<file path="src/rtl/subservient_sram_arbiter.sv">
// Shares one byte-wide SRAM port between two 32-bit Wishbone masters.
// Port 0 is the CPU core and port 1 is the debug interface. Each granted
// access becomes four little-endian byte cycles on the SRAM. Writes honour
// the byte enables. Reads are reassembled into a 32-bit word and returned
// together with the ack.
module subservient_sram_arbiter #(
  parameter int AW = 13
) (
  input  logic          i_clk,
  input  logic          i_rst,
  input  logic          i_debug_mode,
  // Port 0: CPU core
  input  logic [31:0]   i_wb_m0_adr,
  input  logic [31:0]   i_wb_m0_dat,
  input  logic [3:0]    i_wb_m0_sel,
  input  logic          i_wb_m0_we,
  input  logic          i_wb_m0_stb,
  output logic [31:0]   o_wb_m0_rdt,
  output logic          o_wb_m0_ack,
  // Port 1: debug interface
  input  logic [31:0]   i_wb_m1_adr,
  input  logic [31:0]   i_wb_m1_dat,
  input  logic [3:0]    i_wb_m1_sel,
  input  logic          i_wb_m1_we,
  input  logic          i_wb_m1_stb,
  output logic [31:0]   o_wb_m1_rdt,
  output logic          o_wb_m1_ack,
  // Byte-wide SRAM
  output logic [AW-1:0] o_sram_waddr,
  output logic [7:0]    o_sram_wdata,
  output logic          o_sram_wen,
  output logic [AW-1:0] o_sram_raddr,
  input  logic [7:0]    i_sram_rdata,
  output logic          o_sram_ren
);

  typedef enum logic [1:0] {
    IDLE = 2'd0,
    XFER = 2'd1,
    LAST = 2'd2,
    ACK  = 2'd3
  } state_t;

  state_t        state_q, state_d;
  logic [1:0]    cnt_q, cnt_d;
  logic          last_grant_q, last_grant_d;
  logic          port_q, port_d;
  logic [AW-3:0] adr_q, adr_d;
  logic [31:0]   dat_q, dat_d;
  logic [3:0]    sel_q, sel_d;
  logic          we_q, we_d;
  // Bytes 0..2 of a read in progress; byte 3 arrives in LAST and the
  // whole word is copied to the port's rdt register in one go, so a
  // port's rdt never shows a half-assembled word.
  logic [23:0]   rbuf_q, rbuf_d;
  logic [31:0]   rdt0_q, rdt0_d;
  logic [31:0]   rdt1_q, rdt1_d;

  logic          req0;
  logic          req1;
  logic          grant1;

  // Latched write data split into byte lanes, selected by the byte counter.
  logic [7:0]    dat_byte [4];

  for (genvar gi = 0; gi < 4; gi++) begin : g_dat_byte
    assign dat_byte[gi] = dat_q[8*gi +: 8];
  end

  // Debug mode only masks the core at arbitration time; an in-flight core
  // transaction is not affected by it.
  assign req0 = i_wb_m0_stb & ~i_debug_mode;
  assign req1 = i_wb_m1_stb;

  // Port 1 wins when it is alone, or on contention when port 0 was
  // served last (last_grant_q == 0).
  assign grant1 = req1 & (~req0 | ~last_grant_q);

  // Address and data lines follow the latched request and byte counter;
  // they may hold stale values while the enables are low.
  assign o_sram_waddr = {adr_q, cnt_q};
  assign o_sram_raddr = {adr_q, cnt_q};
  assign o_sram_wdata = dat_byte[cnt_q];

  assign o_wb_m0_rdt  = rdt0_q;
  assign o_wb_m1_rdt  = rdt1_q;

  // Next-state, request latching, read reassembly and per-state outputs.
  always_comb begin
    state_d      = state_q;
    cnt_d        = cnt_q;
    last_grant_d = last_grant_q;
    port_d       = port_q;
    adr_d        = adr_q;
    dat_d        = dat_q;
    sel_d        = sel_q;
    we_d         = we_q;
    rbuf_d       = rbuf_q;
    rdt0_d       = rdt0_q;
    rdt1_d       = rdt1_q;
    o_sram_wen   = 1'b0;
    o_sram_ren   = 1'b0;
    o_wb_m0_ack  = 1'b0;
    o_wb_m1_ack  = 1'b0;

    case (state_q)
      IDLE: begin
        if (req0 | req1) begin
          port_d       = grant1;
          last_grant_d = grant1;
          adr_d        = grant1 ? i_wb_m1_adr[AW-1:2] : i_wb_m0_adr[AW-1:2];
          dat_d        = grant1 ? i_wb_m1_dat : i_wb_m0_dat;
          sel_d        = grant1 ? i_wb_m1_sel : i_wb_m0_sel;
          we_d         = grant1 ? i_wb_m1_we  : i_wb_m0_we;
          cnt_d        = 2'd0;
          state_d      = XFER;
        end
      end

      XFER: begin
        o_sram_wen = we_q & sel_q[cnt_q];
        o_sram_ren = ~we_q;
        // The SRAM returns the previous cycle's byte one cycle late.
        if (!we_q && (cnt_q != 2'd0)) begin
          rbuf_d[{cnt_q - 2'd1, 3'b000} +: 8] = i_sram_rdata;
        end
        if (cnt_q == 2'd3) begin
          cnt_d   = 2'd0;
          state_d = we_q ? ACK : LAST;
        end else begin
          cnt_d = cnt_q + 2'd1;
        end
      end

      LAST: begin
        if (port_q) begin
          rdt1_d = {i_sram_rdata, rbuf_q};
        end else begin
          rdt0_d = {i_sram_rdata, rbuf_q};
        end
        state_d = ACK;
      end

      ACK: begin
        o_wb_m0_ack = ~port_q;
        o_wb_m1_ack = port_q;
        state_d     = IDLE;
      end

      default: begin
        state_d = IDLE;
      end
    endcase
  end

  // State register; reset aborts any transaction without an ack.
  always_ff @(posedge i_clk) begin
    if (i_rst) begin
      state_q      <= IDLE;
      cnt_q        <= 2'd0;
      last_grant_q <= 1'b1;
      port_q       <= 1'b0;
      adr_q        <= '0;
      dat_q        <= 32'd0;
      sel_q        <= 4'd0;
      we_q         <= 1'b0;
      rbuf_q       <= 24'd0;
      rdt0_q       <= 32'd0;
      rdt1_q       <= 32'd0;
    end else begin
      state_q      <= state_d;
      cnt_q        <= cnt_d;
      last_grant_q <= last_grant_d;
      port_q       <= port_d;
      adr_q        <= adr_d;
      dat_q        <= dat_d;
      sel_q        <= sel_d;
      we_q         <= we_d;
      rbuf_q       <= rbuf_d;
      rdt0_q       <= rdt0_d;
      rdt1_q       <= rdt1_d;
    end
  end

  // Address bits outside the SRAM word range are intentionally ignored.
  logic unused_adr_bits;
  assign unused_adr_bits = ^{i_wb_m0_adr[31:AW], i_wb_m0_adr[1:0],
                             i_wb_m1_adr[31:AW], i_wb_m1_adr[1:0]};

endmodule

</file>
<file path="config.mk">
export PLATFORM = sky130hd
export DESIGN_NAME = subservient_sram_arbiter
export DESIGN_NICKNAME = d
export VERILOG_FILES = /design/src/rtl/subservient_sram_arbiter.sv
export SDC_FILE = /design/constraint.sdc
export NUM_CORES = 1
export LEC_CHECK = 0
export BUFFER_PORTS_ARGS = -buffer_cell sky130_fd_sc_hd__buf_4
export CAP_MARGIN = 20
export CORE_MARGIN = 2
export CORE_UTILIZATION = 25
export DETAILED_ROUTE_END_ITERATION = 6
export PLACE_DENSITY = 0.46
export SLEW_MARGIN = 20
export SYNTH_ARGS = -nofsm -noshare
export SYNTH_HDL_FRONTEND = slang
export SYNTH_SLANG_ARGS = --single-unit
</file>
<file path="constraint.sdc">
create_clock -name i_clk -period 2.35 [get_ports i_clk]
set_input_delay 0.47 -clock i_clk [delete_from_list [all_inputs] [get_ports i_clk]]
set_output_delay 0.47 -clock i_clk [all_outputs]
set_load 0.05 [all_outputs]
</file>
Word-level counts from Yosys, hierarchy flattened
Cells that the tools add are included.
{ "totals": {"regBits": 142, "latchBits": 0, "mem_bits_rw": 0, "rom_bits": 0, "inputBits": 151, "output_inout_bits": 102, "mem_count": 0} }
{ "classes": {"addsub": 3, "mul": 0, "div_mod_pow": 0, "magnitude_cmp": 2, "n_eq_ne": 6, "shifts": 2, "n_mux": 21, "bitwise": 11, "reduce_logical": 11} }
{ "ops": {"columns": ["cell", "count"], "rows": [
  ["$mux 32", 1],
  ["$bwmux 24", 1],
  ["$shift 8x7->24 const A", 1],
  ["$shiftx 8x7->24", 1],
  ["$bmux 8 s2", 1],
  ["$mux 8", 2],
  ["$reduce_and 2->1", 6],
  ["$mux 11", 1],
  ["$mux 2", 4],
  ["$pmux 2 s4", 1],
  ["$mux 1", 7],
  ["$neg 5->7", 1],
  ["$eq 2x2->1 const B", 3],
  ["$not 1->1", 5],
  ["$mux 4", 1],
  ["$ne 2x2->1 const B", 2],
  ["$pmux 2 s2", 1],
  ["$reduce_bool 2->1", 2],
  ["$and 1x1->1", 3],
  ["$ge 3x3->1 const B", 1],
  ["$lt 2x3->1 const B", 1],
  ["$not 2->3", 1],
  ["$add 2x1->2 const B", 1],
  ["$bmux 1 s2", 1],
  ["6 further kinds", 7]
]} }

Depth between registers and ports, before layout
{ "depth": {"depth_word": 6, "mapped_depth": 8, "mapped_depth_nobuf": 6} }

Worst setup path before layout
Ideal clock, no wire load.
{ "synth_timing": {"path_type": "reg2out", "start": "register cnt_q[0]", "end": "output o_sram_wdata[0]", "arrival_ps": 2015, "required_time_ps": 1880, "slack_ps": -135, "stages_incl_launch_ff": 3, "cell_sequence": "dfxtp_1 buf_2 mux4_1"} }
{ "synth_via": {"elab_chain_len": 4} }
{ "synth_lines": {"columns": ["item", "line_no", "text"], "rows": [
  ["from (decl)", "45", "logic [1:0] cnt_q, cnt_d;"],
  ["from (signal assigned)", "172", "cnt_q <= cnt_d;"],
  ["$not 2->3 (implied by the code)", "83", "assign o_sram_wdata = dat_byte[cnt_q];"],
  ["$bmux 8 s2", "83", null],
  ["$mux 8 (implied by the code) (2 in series)", "83", null],
  ["to (decl)", "30", "output logic [7:0] o_sram_wdata,"]
]} }
Every way passes these cells. The select of a mux whose other input is x is not followed.

Worst setup path after layout
{ "layout_timing": {"start": "register cnt_q[0]", "end": "output o_sram_wdata[6]"} }
The elaborated chain is that of the path after synthesis.

==> impl_results.md <==
* Port Buffers at 210
* Post-CTS setup buffers at 0
* Yosys top cell area share at 46.2%
* Ant diodes at 0
* CTS Buf Count at 17
* Skew-Pair Late Insertion Delay at 420 ps
* Synth top cells by count: nand2_1, dfxtp_1, a21oi_1, nor2_1, a211oi_2
* Seq/Total Area, Yosys at 46.2%
* Clock-pin slew on the worst setup and hold paths at 70 ps
* Final core occ at 35.2%
* F_max at 445 MHz
* WHS Endpoint: dat_q[5]
* Core Rows at 57
* Largest net degree at the start of global routing at 49
* Number of distinct library cells after synthesis at 37
* Status: finished clean
* Share of cells above drive strength 1 at 32.9%
* Number of max-cap violations at 0
* Slew headroom at 34.1%
* PwrDens at 1070 nW/um^2
* Final instance count without filler cells at 1256
* Syn. warnings at 0
* Startpoint Class: register
* Final setup violation count at 0
* Crit Path Max Fanout at 10
* FF+latch count, synth at 142
* Routed wire length at 20000 um
* Initial Util at 25.4%
* Placed insts at 1224
* Synth Cell Area at 6160 um^2
* DRC Markers at 0
* Hold Crit Class: in2reg
* CTS sink cnt at 142
* DRT antenna net count at 0
* Horiz. Die Dim at 161 um
* Initial drt markers at 211
* Post-DP HPWL at 13800 um
* Clock skew at 9.15 ps
* First-pass DRT Iterations at 6
* Synth area leader: dfxtp_1
* Htree depth at 4
* Final #Nets at 1081
* Peak supply drop at 0.496 mV
* P&R area growth vs syn at 38.7%
* Syn Area/Cell at 8.31 um^2
* Critical path arrival at 1780 ps
* Vias at 5607
* Worst setup EP type: output port
* Clock Path Buffers at 2
* Cells after synthesis at 741
* GR Util All Layers at 15.6%
* Leak pwr at 3.42 nW
* Fill cells at 2595
* Hold path depth at 3
* Crit share post-route at 95.6%
* Setup_tns at 0 ps
* Gr ovfl total at 0
* Syn Nets at 903
* Die Area at 25900 um^2
* RD Place Congestion at 0.759
* Vias in the first global route at 5574
* Clk root buf: clkbuf_16
* Worst setup path category: reg2out
* Start point of the worst min-delay path: i_wb_m0_dat[5]
* Post-synth EDFFs at 0
* Final hold violation count at 0
* TritonCTS clock tree: done
* Slew @ Worst Pin at 988 ps
* RR Endpoint: rbuf_q[5]
* Flop2flop setup slack at 450 ps
* Period minus WS final at 2250 ps
* FF-to-FF path depth at 6
* Worst Path Required at 1880 ps
* Initial antenna violation count at 0
* Setup repair after global routing missed its margin: no
* Top-count cell post-synth: nand2_1
* Worst reg2reg path startpoint: state_q[1]
* Num ports at 253
* Post-synth ARST share at 0%
* Max Slew Vio Count at 0
* Most used DFF post-synth: dfxtp_1
* First-pass GRT wire length at 31500 um
* Vias per std cell at 4.46
* Area contributors post-synth: dfxtp_1, nand2_1, a21oi_1, a211oi_2, nor2_1
* Die Y at 161 um
* Core outline area at 24200 um^2
* DR WL/cell at 15.9 um
cell type report:
type | instances | area (um^2) | share of cell area, %
well taps | 324 | 405 | 4.75
clock inverters | 14 | 124 | 1.45
clock buffers | 18 | 429 | 5.02
inverters | 4 | 15.0 | 0.176
repair buffers | 228 | 1790 | 20.9
multi-input cells | 526 | 2940 | 34.4
flip-flops and latches | 142 | 2850 | 33.3
placed cells by master (no fill, tap or decap), types with 2 or more instances in the layout:
master,netlist,final
nor2b_1,6,5
buf_4,20,222
dfxtp_1,142,141
buf_12,0,6
nand2_1,206,206
mux4_1,3,3
clkinvlp_4,0,2
nand3_1,27,27
nor2b_2,1,2
nand2b_1,2,2
nor2_1,52,52
a21oi_1,139,139
inv_1,3,3
ha_1,11,11
mux4_2,6,6
clkinv_4,0,4
o21ai_0,2,2
and2_1,7,6
inv_6,0,4
inv_8,0,3
and3_1,2,2
clkbuf_16,0,17
a211oi_2,30,30
a211oi_1,18,18
per-stage QoR:
step / total power [mW] / instance area (um^2) / worst slack [ps] / hold slack (ps)
2_1_floorplan: 5.63 / 6160 / 136 / 445
3_3_place_gp: 6.64 / 7990 / 241 / 443
4_1_cts: 9.29 / 8540 / 45.6 / 274
3_5_place_dp: 6.65 / 7990 / 218 / 449
5_1_grt: 9.68 / 8540 / 17.3 / 278
6_report: 9.12 / 8540 / 104 / 297
metal layers:
metal	vias to the layer above	GRT usage, %	share of wire, %	wire length, um
met1	2562	18.7	43	8630
li1	2867	-	-	-
met2	165	26.1	48	9590
met5	-	0	0	0
met4	0	4.34	1.0	203
met3	13	5.97	7.9	1580
how the worst max path moves through the flow:
stage | start | endpoint | slack, ps | cells past startpoint
2_1_floorplan | cnt_q[1] | rbuf_q[10] | 140 | 6
3_3_place_gp | i_debug_mode | adr_q[1] | 240 | 5
3_5_place_dp | i_debug_mode | dat_q[31] | 220 | 5
4_1_cts | cnt_q[0] | o_sram_wdata[6] | 50 | 3
5_1_grt | cnt_q[0] | o_sram_wdata[6] | 20 | 3
6_report | cnt_q[0] | o_sram_wdata[6] | 100 | 3
cells by family (layout without fill, tap and decap cells):
kind of cell	count (synthesis)	count (layout)	synth area share (%)
adders and majority gates	11	11	2.23
muxes	10	10	3.64
DFF	142	142	46.2
buffers and inverters	73	264	6.36
AOI/OAI and AO/OA	195	195	20.5
and+or+nand+nor	310	310	21.1
critical path: stages (launching register included):
cell and delay [ps]:
dfxtp_4 450, buf_4 190, mux4_2 500, buf_4 210
state kept, by name, summed over array words and instances (netlist names), 2 cells and up:
signal	count
dat_q	32
state_q	2
o_wb_m1_rdt	32
rbuf_q	24
o_wb_m0_rdt	32
cnt_q	2
sel_q	4
adr_q	11
where the power goes:
part	internal, mW	switching (mW)	leakage, nW
clock network	1.39	1.19	0.268
registers	2.77	0.278	1.16
logic	1.22	2.28	2.00
what timing repair did:
action / CTS / global route
hold buffers: 0 / 0
endpoints found under the setup margin: 5 / 0
resized for setup: 1 / 0
Note: power is estimated with default switching activity, not from simulation.
